$ cat src/rtl/cordic_sched.sv
// Round-robin scheduler feeding several theta requesters into one shared cordic pipeline.
// It tracks downstream FIFO credits and in-flight tags, and has a flush/drain handshake.
module cordic_sched #(
  parameter int NUM_REQ     = 4,
  parameter int OUT_CREDITS = 16,
  localparam int TAG_W      = (NUM_REQ > 1) ? $clog2(NUM_REQ) : 1
) (
  input  logic                   clk,
  input  logic                   reset,
  input  logic [NUM_REQ-1:0]     req_valid,
  input  logic [32*NUM_REQ-1:0]  req_theta,
  output logic [NUM_REQ-1:0]     req_ready,
  input  logic                   flush,
  output logic                   cordic_valid_in,
  output logic [31:0]            cordic_theta,
  input  logic                   cordic_valid_out,
  input  logic [15:0]            cordic_cos,
  input  logic [15:0]            cordic_sin,
  output logic                   res_wr_en,
  output logic [TAG_W-1:0]       res_tag,
  output logic [15:0]            res_cos,
  output logic [15:0]            res_sin,
  input  logic                   credit_return,
  output logic                   flush_done,
  output logic                   err
);

  localparam int CW = $clog2(OUT_CREDITS + 1);
  localparam int PW = (OUT_CREDITS > 1) ? $clog2(OUT_CREDITS) : 1;

  typedef enum logic [1:0] {RUN, DRAIN, HALT} state_t;

  state_t           state;
  logic [CW-1:0]    credits;
  logic [CW-1:0]    in_flight;
  logic [CW-1:0]    in_flight_nxt;
  logic [TAG_W-1:0] last_grant;
  logic [TAG_W-1:0] grant_idx;
  logic [TAG_W-1:0] cand;
  logic [TAG_W-1:0] tag_mem [OUT_CREDITS];
  logic [PW-1:0]    wr_ptr;
  logic [PW-1:0]    rd_ptr;
  logic [31:0]      theta_arr [NUM_REQ];
  logic             grant_ok;
  logic             found;
  logic             xfer;
  logic             pop;
  int               idx;

  function automatic logic [PW-1:0] ptr_inc(input logic [PW-1:0] p);
    return (p == PW'(OUT_CREDITS - 1)) ? '0 : p + 1'b1;
  endfunction

  always_comb begin
    for (int i = 0; i < NUM_REQ; i++) theta_arr[i] = req_theta[32*i +: 32];
  end

  assign grant_ok = !reset && (state == RUN) && (credits != '0);

  // Search starts just after the last granted requester and wraps once.
  always_comb begin
    req_ready = '0;
    grant_idx = last_grant;
    found     = 1'b0;
    idx       = 0;
    cand      = '0;
    for (int k = 1; k <= NUM_REQ; k++) begin
      idx = int'(last_grant) + k;
      if (idx >= NUM_REQ) idx = idx - NUM_REQ;
      cand = TAG_W'(idx);
      if (grant_ok && !found && req_valid[cand]) begin
        found           = 1'b1;
        req_ready[cand] = 1'b1;
        grant_idx       = cand;
      end
    end
  end

  assign xfer = |(req_valid & req_ready);
  assign pop  = cordic_valid_out && (in_flight != '0);

  always_comb begin
    in_flight_nxt = in_flight;
    if (xfer && !pop)      in_flight_nxt = in_flight + 1'b1;
    else if (pop && !xfer) in_flight_nxt = in_flight - 1'b1;
  end

  always_ff @(posedge clk) begin
    if (xfer) tag_mem[wr_ptr] <= grant_idx;
  end

  always_ff @(posedge clk) begin
    if (reset) begin
      state           <= RUN;
      flush_done      <= 1'b0;
      credits         <= CW'(OUT_CREDITS);
      in_flight       <= '0;
      wr_ptr          <= '0;
      rd_ptr          <= '0;
      last_grant      <= TAG_W'(NUM_REQ - 1);
      cordic_valid_in <= 1'b0;
      cordic_theta    <= '0;
      res_wr_en       <= 1'b0;
      res_tag         <= '0;
      res_cos         <= '0;
      res_sin         <= '0;
      err             <= 1'b0;
    end else begin
      cordic_valid_in <= xfer;
      if (xfer) begin
        cordic_theta <= theta_arr[grant_idx];
        last_grant   <= grant_idx;
        wr_ptr       <= ptr_inc(wr_ptr);
      end

      res_wr_en <= pop;
      if (pop) begin
        res_tag <= tag_mem[rd_ptr];
        res_cos <= cordic_cos;
        res_sin <= cordic_sin;
        rd_ptr  <= ptr_inc(rd_ptr);
      end

      in_flight <= in_flight_nxt;

      if (xfer && !credit_return)
        credits <= credits - 1'b1;
      else if (credit_return && !xfer && credits != CW'(OUT_CREDITS))
        credits <= credits + 1'b1;

      // A result with no matching tag, or a credit beyond capacity, is a protocol error.
      if ((cordic_valid_out && in_flight == '0) ||
          (credit_return && !xfer && credits == CW'(OUT_CREDITS)))
        err <= 1'b1;

      // DRAIN looks at next-cycle in_flight so HALT lines up with the last result write.
      case (state)
        RUN: if (flush) state <= DRAIN;
        DRAIN: if (in_flight_nxt == '0) begin
          state      <= HALT;
          flush_done <= 1'b1;
        end
        HALT: if (!flush) begin
          state      <= RUN;
          flush_done <= 1'b0;
        end
        default: begin
          state      <= RUN;
          flush_done <= 1'b0;
        end
      endcase
    end
  end

endmodule

$ cat config.mk
export PLATFORM = sky130hd
export DESIGN_NAME = cordic_sched
export DESIGN_NICKNAME = d
export VERILOG_FILES = /design/src/rtl/cordic_sched.sv
export SDC_FILE = /design/constraint.sdc
export NUM_CORES = 1
export LEC_CHECK = 0
export CAP_MARGIN = 20
export CORE_UTILIZATION = 45
export CTS_BUF_LIST = sky130_fd_sc_hd__clkbuf_16
export CTS_CLUSTER_DIAMETER = 100
export CTS_CLUSTER_SIZE = 24
export DETAILED_ROUTE_END_ITERATION = 16
export GPL_ROUTABILITY_DRIVEN = 0
export PLACE_DENSITY = 0.81
export SKIP_CTS_REPAIR_TIMING = 1
export SLEW_MARGIN = 20
export SYNTH_ARGS = -nofsm -noshare
export SYNTH_HDL_FRONTEND = slang
export SYNTH_SLANG_ARGS = --single-unit
export TNS_END_PERCENT = 5
$ cat constraint.sdc
create_clock -name clk -period 4.6 [get_ports clk]
set_input_delay 0.69 -clock clk [delete_from_list [all_inputs] [get_ports clk]]
set_output_delay 0.69 -clock clk [all_outputs]
set_load 0.03 [all_outputs]
==> impl_metrics.csv <==
group,metric,value,unit
cells_and_area,regArea,2800,um2
critical_path,critical_path_class,"reg2out",
critical_path,endpoint_kind,"output pin",
synth,yosys.area.top_type_share,28.2,%
synth,yosys.area_share.adder,3.90,%
global_routing,grt_max_degree,94,
cells_and_area,area_growth,46.7,%
critical_path,rr_startpoint,"last_grant[1]$_SDFFE_PP1P_",
critical_path,rrSetupSlack,630,ps
clock_network,cts_max_level,4,
route,postRouteAntennaNets,0,
clock_network,cts_inserted_buffers,17,
critical_path,cp.arrival,3440,ps
clock_network,cts_root_buffer,"clkbuf_16",
route,drt_iter0_markers,377,
floorplan,die_area,15000,um2
global_routing,grt_pass1_vias,5446,
timing,fin_tns_setup,0,ps
synth,synth.top_cells.by_count,"168 x nand2_1, 92 x dfxtp_1, 70 x a21oi_1, 44 x mux4_2",
route,drcViolationCount,0,
timing,whs,450,ps
power,leakage,3.58,nW
synth,ys_ff_latch,124,
synth,synth.distinct_cells,66,
synth,yosysTopAreaCell,"dfxtp_1",
route,dr.pass1.iters,4,
critical_path,rr_endpoint,"credits[4]$_SDFFE_PP1P_",
synth,synth_edf_count,32,
cells_and_area,drive_gt1_share,11.5,%
timing,hold_viol,0,
hold_path,hp-class,"reg2reg",
timing,slew_headroom,36.2,%
global_routing,track_usage,24.1,%
synth,synth_top_family_by_area,"simple AND/OR/NAND/NOR gates",
synth,synth.area.mux_share,16.4,%
route,routedWlPerCell,16.2,um
placed_design,dp_hpwl,12700,um
critical_path,cp-endpoint,"req_ready[2]",
clock_network,cts_tree,"yes",
critical_path,critical_path.startpoint_type,"flop",
cells_and_area,multi_input_area,3450,um2
critical_path,critPathRequiredTime,3910,ps
power,irDropWorstVdd,0.334,mV
cells_and_area,fill_cells,1109,
timing,period_minus_slack,4130,ps
synth,ys.flop_type,"dfxtp_1",
synth,syn_nets,839,
route,finalWirelength,17400,um
route,vias,5696,
synth,synth.avg_cell_area,10.0,um2
status,status,"finished, final reports clean",
clock_network,cts_buffer_depth,2,
floorplan,core_area,14000,um2
floorplan,initial_core_util,46.6,%
timing,rsz0062_at_grt,"no",
timing,finalCritPeriodShare,89.9,%
global_routing,grt_pass1_wl,27400,um
synth,post-synth-top-count-cell,"nand2_1",
global_routing,grt_overflow,0,
clock_network,path_clk_slew,50,ps
timing,drv_slew,0,
floorplan,die_w,123,um
timing,fin_skew,8.34,ps
synth,synth_area,6540,um2
synth,async_flop_share,0,%
floorplan,die_h,123,um
placed_design,port-buffer-count,242,
synth,seq_area_frac_synth,42.9,%
timing,final-setup-viol-count,0,
synth,ys_top_cells_by_area,"dfxtp_1 28%, mux4_2 15%, edfxtp_1 15%",
clock_network,clkSinkCount,124,
synth,yosys.area_share.simple,19.6,%
synth,synth_compound_area_share,11.0,%
global_routing,antenna_found_initial,1,
critical_path,ff2ff_path_depth,15,
timing,fmax,242,MHz
timing,worstMarginPinSlew,957,ps
run,cap_violations,0,
clock_network,clk_latency,410,ps
synth,yosys.area_share.xor_xnor,1.89,%
route,via_per_inst,5.30,
critical_path,crit_fanout,12,
power,power_density,619,nW/um2
critical_path,cp-startpoint,"last_grant[1]$_SDFFE_PP1P_",
floorplan,io_pins,243,
cells_and_area,nNetsFinal,1069,
synth,syn_inst,651,
synth,yosysWarnings,0,
floorplan,placementRows,43,
-- layout make-up --
type                            count  area share [%]
Antenna cell                        1          0.0261
Clock buffer                       17            4.43
Clock inverter                     15           0.978
Inverter                           14           0.548
Multi-Input combinational cell    469            36.0
Sequential cell                   124            29.2
Tap cell                          180            2.35
Timing Repair Buffer              255            26.5
-- state kept, by name, summed over array words and instances, names as in the netlist --
name	count
flush_done	1
in_flight	5
tag_mem	32
cordic_valid_in	1
res_sin	16
wr_ptr	4
err	1
cordic_theta	32
last_grant	2
res_tag	2
credits	5
res_wr_en	1
res_cos	16
state	2
rd_ptr	4
-- layout by cell type, fill, tap and decap left out, drive strengths merged, types with 3 or more instances in the layout --
cell | synthesis | layout
clkdlybuf4s50 | 0 | 241
nand2 | 169 | 169
dfxtp | 92 | 92
a21oi | 71 | 71
mux4 | 44 | 44
nor2 | 33 | 33
edfxtp | 32 | 32
nand3b | 26 | 26
inv | 14 | 19
ha | 18 | 18
clkbuf | 20 | 17
buf | 24 | 14
nor3 | 12 | 12
o21ai | 12 | 12
xnor2 | 8 | 8
nand3 | 7 | 7
clkinv | 0 | 7
mux2i | 6 | 6
xor2 | 4 | 4
a211oi | 4 | 4
a21boi | 4 | 4
and3b | 3 | 3
a22o | 3 | 3
nand2b | 3 | 3
a21o | 3 | 3
nand4 | 3 | 3
-- power breakdown --
part / switching (W) / total (W) / internal (W)
combinational: 0.00170 / 0.00317 / 0.00146
clock: 0.000453 / 0.00117 / 0.000719
sequential: 0.000167 / 0.00160 / 0.00143
total: 0.00232 / 0.00594 / 0.00361
-- critical path, cell delays in order (launching register included) --
cell             delay, ps
dfxtp_1                570
inv_1                  190
ha_1                   410
nor3b_1                260
nor3_1                 110
a2111oi_2              610
nand2_1                100
o21ai_0                100
clkdlybuf4s50_1        700
-- how the worst min path moves through the flow --
| stage | start | end | slack (ps) | depth (start not counted) |
|---|---|---|---|---|
| global placement | cordic_theta[26]$_SDFFE_PP0P_ | cordic_theta[26]$_SDFFE_PP0P_ | 440 | 2 |
| finish | cordic_theta[26]$_SDFFE_PP0P_ | cordic_theta[26]$_SDFFE_PP0P_ | 450 | 2 |
| floorplan | credits[3]$_SDFFE_PP0P_ | credits[3]$_SDFFE_PP0P_ | 470 | 2 |
| CTS | cordic_theta[29]$_SDFFE_PP0P_ | cordic_theta[29]$_SDFFE_PP0P_ | 450 | 2 |
| global route | cordic_theta[27]$_SDFFE_PP0P_ | cordic_theta[27]$_SDFFE_PP0P_ | 470 | 2 |
| detailed placement | cordic_theta[30]$_SDFFE_PP0P_ | cordic_theta[30]$_SDFFE_PP0P_ | 450 | 2 |
-- metrics by stage --
stage	util, %	worst slack, ps	power, W	std cells	area, um2
4_1_cts	68.3	475	0.00599	1074	9590
3_5_place_dp	64.6	338	0.00480	1042	9070
6_report	68.3	465	0.00594	1075	9590
2_1_floorplan	-	755	0.00389	651	6540
5_1_grt	68.3	225	0.00633	1075	9590
3_3_place_gp	64.6	445	0.00477	1042	9070
-- kinds of logic (layout without fill, tap and decap cells) --
family                   Yosys count  count (layout)
other                              0               1
multiplexers                      52              52
flip-flops                       124             124
adder cells (fa/ha/maj)           20              20
buffers and inverters             58             301
XOR/XNOR                          12              12
AND/OR/NAND/NOR                  274             274
AO/OA/AOI/OAI                    111             111
-- metal layers --
metal,share of wire (%),vias to the layer above,GRT usage [%]
li1,-,2782,-
met1,41,2681,27.9
met2,50,208,40.9
met3,6.9,25,8.18
met4,2.2,0,8.84
met5,0,-,0
Note: power is estimated with default switching activity, not from simulation.
